**src/rtl/alu_sequencer_if.sv**
```systemverilog
// alu_sequencer_if: request/response bundle for alu_sequencer.
//   master (requester): drives start, num1, num2, operation;
//                       receives result, done, busy, ovf, err (and rem).
//   slave  (sequencer): the reverse.
// Optional macro ALU_REM_EN adds the rem (remainder) signal.
interface alu_sequencer_if #(
    parameter int WIDTH = 16
);
    logic             start;
    logic [WIDTH-1:0] num1;
    logic [WIDTH-1:0] num2;
    logic [3:0]       operation;
    logic [WIDTH-1:0] result;
    logic             done;
    logic             busy;
    logic             ovf;
    logic             err;
`ifdef ALU_REM_EN
    logic [WIDTH-1:0] rem;

    modport master (
        output start, num1, num2, operation,
        input  result, done, busy, ovf, err, rem
    );
    modport slave (
        input  start, num1, num2, operation,
        output result, done, busy, ovf, err, rem
    );
`else
    modport master (
        output start, num1, num2, operation,
        input  result, done, busy, ovf, err
    );
    modport slave (
        input  start, num1, num2, operation,
        output result, done, busy, ovf, err
    );
`endif
endinterface

```
**src/rtl/alu_sequencer.sv**
```systemverilog
// alu_sequencer: multi-cycle arithmetic controller.
//   add (12) / sub (13) finish in one step; mult (14, shift-add) and
//   div (15, restoring) iterate one bit per clock for WIDTH clocks.
//   Opcodes below 12 are illegal and report err with result 0.
// Ports:
//   clk    - system clock, rising edge
//   reset  - synchronous, active-high
//   bus    - alu_sequencer_if.slave: start/num1/num2/operation in,
//            result/done/busy/ovf/err (and rem) out, all registered
// Optional macro ALU_REM_EN: adds the rem output (division remainder).
module alu_sequencer #(
    parameter int WIDTH = 16,
    parameter int CNT_W = 5
) (
    input logic            clk,
    input logic            reset,
    alu_sequencer_if.slave bus
);

    localparam logic [3:0] OP_ADD = 4'd12;
    localparam logic [3:0] OP_SUB = 4'd13;
    localparam logic [3:0] OP_MUL = 4'd14;
    localparam logic [3:0] OP_DIV = 4'd15;

    typedef enum logic [1:0] {IDLE, RUN, DONE} state_t;

    state_t             state;
    logic [CNT_W-1:0]   cnt;
    logic               is_div;
    logic [WIDTH-1:0]   b_r;
    // mult: {partial product, remaining multiplier bits}
    // div:  {partial remainder, dividend bits shifting into quotient}
    logic [2*WIDTH-1:0] prod;

    logic [WIDTH-1:0]   result_r;
    logic               done_r;
    logic               busy_r;
    logic               ovf_r;
    logic               err_r;
`ifdef ALU_REM_EN
    logic [WIDTH-1:0]   rem_r;
`endif

    logic [WIDTH:0]     add_sum;
    logic [WIDTH:0]     sub_diff;
    logic [WIDTH:0]     mul_sum;
    logic [WIDTH:0]     div_shift;
    logic [WIDTH-1:0]   div_rem;
    logic               div_ge;
    logic [2*WIDTH-1:0] iter_next;

    always_comb begin
        add_sum   = {1'b0, bus.num1} + {1'b0, bus.num2};
        sub_diff  = {1'b0, bus.num1} - {1'b0, bus.num2};
        mul_sum   = {1'b0, prod[2*WIDTH-1:WIDTH]} + {1'b0, b_r};
        div_shift = {prod[2*WIDTH-1:WIDTH], prod[WIDTH-1]};
        div_ge    = (div_shift >= {1'b0, b_r});
        // When div_ge the true difference is < b_r, so WIDTH bits suffice.
        // With b_r = 0 every step "succeeds": quotient = all ones and the
        // remainder ends up as the dividend shifted in whole.
        div_rem   = div_ge ? (div_shift[WIDTH-1:0] - b_r) : div_shift[WIDTH-1:0];
        if (is_div)
            iter_next = {div_rem, prod[WIDTH-2:0], div_ge};
        else if (prod[0])
            iter_next = {mul_sum, prod[WIDTH-1:1]};
        else
            iter_next = {1'b0, prod[2*WIDTH-1:1]};
    end

    always_ff @(posedge clk) begin
        if (reset) begin
            state    <= IDLE;
            cnt      <= '0;
            is_div   <= 1'b0;
            b_r      <= '0;
            prod     <= '0;
            result_r <= '0;
            done_r   <= 1'b0;
            busy_r   <= 1'b0;
            ovf_r    <= 1'b0;
            err_r    <= 1'b0;
`ifdef ALU_REM_EN
            rem_r    <= '0;
`endif
        end else begin
            case (state)
                IDLE: begin
                    if (bus.start) begin
                        b_r    <= bus.num2;
                        busy_r <= 1'b1;
                        ovf_r  <= 1'b0;
                        err_r  <= 1'b0;
                        cnt    <= CNT_W'(WIDTH - 1);
                        case (bus.operation)
                            OP_ADD: begin
                                result_r <= add_sum[WIDTH-1:0];
                                ovf_r    <= add_sum[WIDTH];
                                done_r   <= 1'b1;
                                state    <= DONE;
`ifdef ALU_REM_EN
                                rem_r    <= '0;
`endif
                            end
                            OP_SUB: begin
                                result_r <= sub_diff[WIDTH-1:0];
                                ovf_r    <= sub_diff[WIDTH];
                                done_r   <= 1'b1;
                                state    <= DONE;
`ifdef ALU_REM_EN
                                rem_r    <= '0;
`endif
                            end
                            OP_MUL: begin
                                prod   <= {{WIDTH{1'b0}}, bus.num1};
                                is_div <= 1'b0;
                                state  <= RUN;
                            end
                            OP_DIV: begin
                                prod   <= {{WIDTH{1'b0}}, bus.num1};
                                is_div <= 1'b1;
                                state  <= RUN;
                            end
                            default: begin
                                result_r <= '0;
                                err_r    <= 1'b1;
                                done_r   <= 1'b1;
                                state    <= DONE;
`ifdef ALU_REM_EN
                                rem_r    <= '0;
`endif
                            end
                        endcase
                    end
                end
                RUN: begin
                    prod <= iter_next;
                    cnt  <= cnt - CNT_W'(1);
                    if (cnt == '0) begin
                        result_r <= iter_next[WIDTH-1:0];
                        done_r   <= 1'b1;
                        state    <= DONE;
                        if (is_div) begin
                            ovf_r <= 1'b0;
                            err_r <= (b_r == '0);
                        end else begin
                            ovf_r <= |iter_next[2*WIDTH-1:WIDTH];
                            err_r <= 1'b0;
                        end
`ifdef ALU_REM_EN
                        rem_r <= is_div ? iter_next[2*WIDTH-1:WIDTH] : '0;
`endif
                    end
                end
                DONE: begin
                    done_r <= 1'b0;
                    busy_r <= 1'b0;
                    state  <= IDLE;
                end
                default: state <= IDLE;
            endcase
        end
    end

    assign bus.result = result_r;
    assign bus.done   = done_r;
    assign bus.busy   = busy_r;
    assign bus.ovf    = ovf_r;
    assign bus.err    = err_r;
`ifdef ALU_REM_EN
    assign bus.rem    = rem_r;
`endif

endmodule
```
**src/flat_wrapper.sv**
```systemverilog
// flat-port wrapper written by rule: the top's interface ports become plain ports
module alu_sequencer_flat 
#(
    parameter int WIDTH = 16,
    parameter int CNT_W = 5
)
  (clk, reset, bus_start, bus_num1, bus_num2, bus_operation, bus_result, bus_done, bus_busy, bus_ovf, bus_err);
  alu_sequencer_if #(.WIDTH(WIDTH)) bus_i ();
  input logic clk;
  input logic reset;
  input wire logic [$bits(bus_i.start)-1:0] bus_start;
  input wire logic [$bits(bus_i.num1)-1:0] bus_num1;
  input wire logic [$bits(bus_i.num2)-1:0] bus_num2;
  input wire logic [$bits(bus_i.operation)-1:0] bus_operation;
  output wire logic [$bits(bus_i.result)-1:0] bus_result;
  output wire logic [$bits(bus_i.done)-1:0] bus_done;
  output wire logic [$bits(bus_i.busy)-1:0] bus_busy;
  output wire logic [$bits(bus_i.ovf)-1:0] bus_ovf;
  output wire logic [$bits(bus_i.err)-1:0] bus_err;
  assign bus_i.start = bus_start;
  assign bus_i.num1 = bus_num1;
  assign bus_i.num2 = bus_num2;
  assign bus_i.operation = bus_operation;
  assign bus_result = bus_i.result;
  assign bus_done = bus_i.done;
  assign bus_busy = bus_i.busy;
  assign bus_ovf = bus_i.ovf;
  assign bus_err = bus_i.err;
  alu_sequencer #(.WIDTH(WIDTH), .CNT_W(CNT_W)) u_core (.clk(clk), .reset(reset), .bus(bus_i));
endmodule
```
**config.mk**
```make
export PLATFORM = sky130hd
export DESIGN_NAME = alu_sequencer_flat
export DESIGN_NICKNAME = d
export VERILOG_FILES = /design/src/rtl/alu_sequencer_if.sv /design/src/rtl/alu_sequencer.sv /design/src/flat_wrapper.sv
export SDC_FILE = /design/constraint.sdc
export NUM_CORES = 1
export LEC_CHECK = 0
export BUFFER_PORTS_ARGS = -buffer_cell sky130_fd_sc_hd__buf_4
export CAP_MARGIN = 20
export CORE_MARGIN = 2
export CORE_UTILIZATION = 62
export CTS_CLUSTER_SIZE = 12
export DETAILED_ROUTE_END_ITERATION = 8
export GPL_ROUTABILITY_DRIVEN = 0
export PLACE_DENSITY = 0.88
export SLEW_MARGIN = 5
export SYNTH_ARGS = -nofsm -noshare
export SYNTH_HDL_FRONTEND = slang
export SYNTH_SLANG_ARGS = --single-unit
```
**constraint.sdc**
```tcl
create_clock -name clk -period 4.1 [get_ports clk]
set_clock_uncertainty 0.1 [all_clocks]
set_input_delay 0.82 -clock clk [delete_from_list [all_inputs] [get_ports clk]]
set_output_delay 0.82 -clock clk [all_outputs]
set_load 0.1 [all_outputs]
```
Word level (Yosys, flattened, before mapping)

Cells that the tools add are included.
W data, S select, Z words.

Register bits: 76
Latch bits: 0
Bits in writable memories: 0
ROM bits: 0
Output and inout bits: 20
Logic and storage cells: 78
Memories kept: 0

Add/subtract/negate cells: 5
$mul: 0
Div/mod/pow operators: 0
$lt $le $gt $ge: 1
Eq/ne operators: 10
Shift operators: 0
Muxes and demuxes: 33
Bitwise operators: 0
Reduce and logical (&&, ||, !) cells: 19

Operators by type and width:

| cell                  | number |
|---|---|
| $mux W32              | 4 |
| $pmux W32 S2          | 1 |
| $mux W16              | 3 |
| $pmux W16 S3          | 1 |
| $add A16 B16 Y17      | 2 |
| $pmux W16 S2          | 1 |
| $ge A17 B16 Y1        | 1 |
| $sub A16 B16 Y17      | 1 |
| $eq A4 B4 Y1 const B  | 4 |
| $logic_not A16 Y1     | 1 |
| $reduce_or A16 Y1     | 1 |
| $sub A16 B16 Y16      | 1 |
| $mux W1               | 11 |
| $pmux W1 S2           | 5 |
| $pmux W5 S2           | 1 |
| $reduce_and A3 Y1     | 3 |
| $reduce_and A2 Y1     | 4 |
| $reduce_and A4 Y1     | 2 |
| $mux W2               | 3 |
| $ne A2 B2 Y1 const B  | 3 |
| $reduce_bool A2 Y1    | 3 |
| $logic_not A5 Y1      | 1 |
| $mux W5               | 1 |
| $sub A5 B1 Y5 const B | 1 |
| 9 further kinds       | 9 |

Longest topological paths before layout

Depth after elaboration: 7
Gate-level depth with buffers: 14
Depth with buffers taken out: 14

Worst setup path after synthesis

Ideal clock, no wire load.

Path type: input -> register
Start: in bus_num1[0]
End: reg u_core.ovf_r, in the netlist u_core.bus.ovf
Library setup time: 92 ps
Data arrival time: 3,085 ps
Setup slack: 823 ps
Stages: 14
Buffers on the path: 0
Cell sequence: inv_1 > ha_1 > inv_1 > fa_1 > a21oi_1 > o21ai_0 > a221oi_1 > o31ai_1 > o21ba_2 > and3_1 > o21ai_0 > o21bai_1 > a21oi_1 > nor4_1

Cells in the longest elaborated chain, start to end: 4
Elaborated cells between the ends (all ways): 5
Those cells by class: 2 x add/sub; 3 x mux

RTL lines:

| what                                                        | RTL line                                 | source |
|---|---|---|
| start: declaration                                          | flat_wrapper.sv:12                       | `input wire logic [$bits(bus_i.num1)-1:0] bus_num1;` |
| $sub A16 B16 Y17 / $add A16 B16 Y17 (equally long branches) | alu_sequencer.sv:54, alu_sequencer.sv:53 |  |
| $pmux W1 S2 *                                               | alu_sequencer.sv:94                      | `case (bus.operation)` |
| $mux W1 *                                                   | alu_sequencer.sv:88                      | `if (bus.start) begin` |
| $pmux W1 S2 *                                               | alu_sequencer.sv:86                      | `case (state)` |
| end signal: assignment                                      | alu_sequencer.sv:97                      | `ovf_r <= add_sum[WIDTH];` |
| end signal: assignment                                      | alu_sequencer.sv:106                     | `ovf_r <= sub_diff[WIDTH];` |
| end signal: assignment                                      | alu_sequencer.sv:146                     | `ovf_r <= \|iter_next[2*WIDTH-1:WIDTH];` |
| end: declaration                                            | alu_sequencer.sv:38                      | `logic ovf_r;` |

Mark *: on every way between the ends. The rest lies on a longest branch, timed or not. The select of a mux whose other input is x is not followed.
A chain may end at the register's enable or synchronous reset.

Final worst setup path

Start: reg u_core.b_r[6]
End: reg u_core.ovf_r, in the netlist u_core.bus.ovf

Cells in the longest elaborated chain, start to end: 7
Elaborated cells between the ends (all ways): 10
Those cells by class: 2 x add/sub; 1 x order compare; 6 x mux; 1 x reduce/logical

RTL lines:

| what                                           | RTL line                                 | source |
|---|---|---|
| start: declaration                             | alu_sequencer.sv:30                      | `logic [WIDTH-1:0] b_r;` |
| start signal: assignment                       | alu_sequencer.sv:89                      | `b_r <= bus.num2;` |
| $add A16 B16 Y17, or another cell as far along | alu_sequencer.sv:55                      | `mul_sum = {1'b0, prod[2*WIDTH-1:WIDTH]} + {1'b0, b_r};` |
| $mux W32 / $mux W16 (equally long branches)    | alu_sequencer.sv:64, alu_sequencer.sv:61 |  |
| $mux W32 *                                     | alu_sequencer.sv:62                      | `if (is_div)` |
| $reduce_or A16 Y1 *                            | alu_sequencer.sv:146                     |  |
| $mux W1 *                                      | alu_sequencer.sv:142                     | `if (is_div) begin` |
| $mux W1 *                                      | alu_sequencer.sv:138                     | `if (cnt == '0) begin` |
| $pmux W1 S2 *                                  | alu_sequencer.sv:86                      |  |

Marked as above.

==> impl_metrics.yaml <==
run_status:
  outcome: "finished, final reports clean"
global_routing:
  antenna_found_initial: 0
  grt_pass1_vias: 7070
  overflow: 0
  grt_usage_pct: 33.3
  grt_first_pass_wirelength_mm: 34.1
  grt_max_degree: 45
route:
  drtIter0Drc: 623
  firstDrtPassIters: 6
  drc: 0
  wire_per_inst_microns: 18.6
  via_per_inst: 6.67
  routed_wl_mm: 21.4
  ant_nets: 0
  via_count: 7707
timing:
  maxSlewViolCount: 0
  max_freq_mhz: 270
  fin_crit_ns: 3.71
  setup_viol: 0
  tns_ns: 0
  hold_viol: 0
  slew_headroom_pct: 46.7
  timing.final.crit_share_pct: 90.5
  rsz0062_at_grt: "false"
  setup_ws_ns: 0.391
  worst_pin_slew_ns: 0.789
clock_tree:
  tritoncts: "yes"
  clk_latency_ns: 0.34
  cts-buffers-inserted: 9
  cts_htree_levels: 3
  ctsHoldBuffers: 0
  clockBufferDepth: 2
  cts.sinks: 76
  clockRootBuffer: "clkbuf_16"
  post-cts-setup-buffer-count: 0
  cts_repair_resize_count: 0
  clk_pin_slew_worst_paths_ns: 0.06
worst_hold_path:
  hold_class: "register to register"
  hp-start: "u_core.bus.result[5]$_SDFFE_PP0P_"
  holdPathEnd: "u_core.bus.result[5]$_SDFFE_PP0P_"
  holdPathStages: 2
logic_synthesis:
  ys_types: 74
  synthFlopType: "dfxtp_1"
  synth.avg_cell_area_sq_um: 7.23
  synth_edf_count: 0
  synthArstFlopShare_pct: 0
  ys_warn_count: 0
  synth_cells: 977
  synth_area_sq_um: 7060
  ys_ff_latch: 76
  yosysSeqAreaShare_pct: 21.5
  synth_nets: 1086
critical_path:
  ff2ff_path_depth: 11
  crit_start: "u_core.b_r[6]$_SDFFE_PP0P_"
  worstPathCellList: "inv_1 -> ha_1 -> nand4_2 -> or4_1 -> a32o_2 -> nand2_1 -> mux2_2 -> a2111oi_0 -> nand4_1 -> nor4_2 -> nor4_1"
  arrival_ns: 3.82
  path_buf_inv: 1
  cpMaxStageDelayCell: "or4_1"
  worstSetupStartpointType: "register"
  end_kind: "register"
  worst-path-stages: 11
  crit_type: "register to register"
  crit_family: "simple AND/OR/NAND/NOR gates"
  r2r_end: "u_core.bus.ovf$_SDFFE_PP0P_"
  r2r_slack_ns: 0.39
  crit_required_ns: 4.21
  path_max_fanout: 10
  cpPeakStageDelay_ns: 0.58
  reg2reg_from: "u_core.b_r[6]$_SDFFE_PP0P_"
pwr:
  leakagePower_nw: 3.25
  ir_worst_vdd_uv: 228
  power_density_nw_per_um2: 309
  p_total_mw: 2.44
place:
  hpwl_mm: 15.5
  port_buffers: 58
  dpl_worst_slack_ns: 0.273
finish:
  area_growth_pct: 11.5
  final_cell_mix: "nor2_1 (109), nand2_1 (100), a21oi_1 (97)"
  nNetsFinal: 1120
  layout_commonest_cell: "nor2_1"
  nFillCells: 895
  drive_gt1_share_pct: 10.6
  n_antenna_cell: 0
die:
  fp.dieArea_sq_um: 12300
  die_w_microns: 111
  rows: 38
  dieHeight_microns: 111
  core_sq_um: 11000
  start_util_pct: 64.3
  ios: 59
flow_run:
  cap_violations: 0
-- how the worst max path moves through the flow --
stage / to / slack [ns]
after floorplan: u_core.bus.ovf$_SDFFE_PP0P_ / 0.82
final: u_core.bus.ovf$_SDFFE_PP0P_ / 0.39
after CTS: u_core.bus.ovf$_SDFFE_PP0P_ / 0.46
after global routing: u_core.bus.ovf$_SDFFE_PP0P_ / 0.19
after global placement: u_core.bus.ovf$_SDFFE_PP0P_ / 0.38
after detailed placement: u_core.bus.ovf$_SDFFE_PP0P_ / 0.27
-- metrics by stage --
step                      instance area [sq um]  hold WS (ns)  utilization (%)  std cells
after floorplan                            7060         0.340                -        977
after global placement                     7560         0.347             68.8       1140
after detailed placement                   7560         0.354             68.8       1140
after CTS                                  7870         0.364             71.7       1155
after global routing                       7870         0.394             71.7       1155
final                                      7870         0.364             71.7       1155
-- sequential cells by signal (all words and copies together), names as in the netlist --
signal             cells
u_core.state           2
u_core.bus.result     16
u_core.bus.err         1
u_core.is_div          1
u_core.cnt             5
u_core.b_r            16
u_core.bus.busy        1
u_core.prod           32
u_core.bus.ovf         1
u_core.bus.done        1
-- cell families after synthesis --
| group | share of synthesized area, % |
|---|---|
| compound gates | 29.8 |
| mux | 2.44 |
| fa+ha+maj | 12.8 |
| buf+inv | 7.55 |
| flops | 21.5 |
| xor+xnor | 3.72 |
| simple gates | 22.1 |
-- area by class of cell --
cell class	count	area (sq um)	share of cell area, %
Tap cell	140	175	2.22
Clock inverter	4	73.8	0.938
Clock buffer	11	243	3.08
Inverter	74	278	3.53
Timing Repair Buffer	75	563	7.15
Sequential cell	76	1520	19.3
Multi-Input combinational cell	775	5020	63.7
-- power breakdown --
group	leakage (nW)	switching (mW)	internal, mW	total (mW)
Combinational	2.48	0.488	0.269	0.757
Sequential	0.620	0.0338	0.772	0.805
Clock	0.156	0.327	0.547	0.874
-- per-layer routing --
layer	part of all wire [%]	vias to the layer above	global-route usage (%)
met5	0	-	0
met4	3.8	0	14.8
met3	9.1	76	4.92
met2	47	437	54.7
met1	40	3579	43.4
li1	-	3615	-
-- worst register-to-register path: cells and delay by family, from the launching register on --
kind                     cells  cell delay, ns
adder cells (fa/ha/maj)      1            0.43
buffers and inverters        1            0.08
flip-flops                   1            0.42
AO/OA/AOI/OAI                2            0.78
AND/OR/NAND/NOR              6            1.41
multiplexers                 1            0.36
-- Yosys cell counts (all sizes together), types with 7 or more instances --
| cell type | instances | area share (%) |
|---|---|---|
| a21o | 12 | 1.3 |
| xor2 | 7 | 0.87 |
| mux2i | 15 | 2.1 |
| buf | 14 | 1.6 |
| dfxtp | 76 | 22 |
| a31oi | 13 | 1.2 |
| ha | 66 | 12 |
| nand2 | 100 | 5.3 |
| a21oi | 97 | 6.9 |
| o211ai | 26 | 2.8 |
| nand4 | 13 | 1.2 |
| or3 | 9 | 0.80 |
| o21a | 13 | 1.4 |
| nor2b | 9 | 0.80 |
| xnor2 | 23 | 2.9 |
| nor3 | 24 | 1.8 |
| nand3 | 21 | 1.5 |
| o21ai | 60 | 4.3 |
| a22oi | 13 | 1.4 |
| inv | 74 | 3.9 |
| nor2 | 111 | 5.9 |
| nor4 | 10 | 0.97 |
| a211oi | 23 | 2.4 |
| nand2b | 10 | 0.89 |
| clkbuf | 38 | 2.0 |
Power figures use the tool's default switching activity.
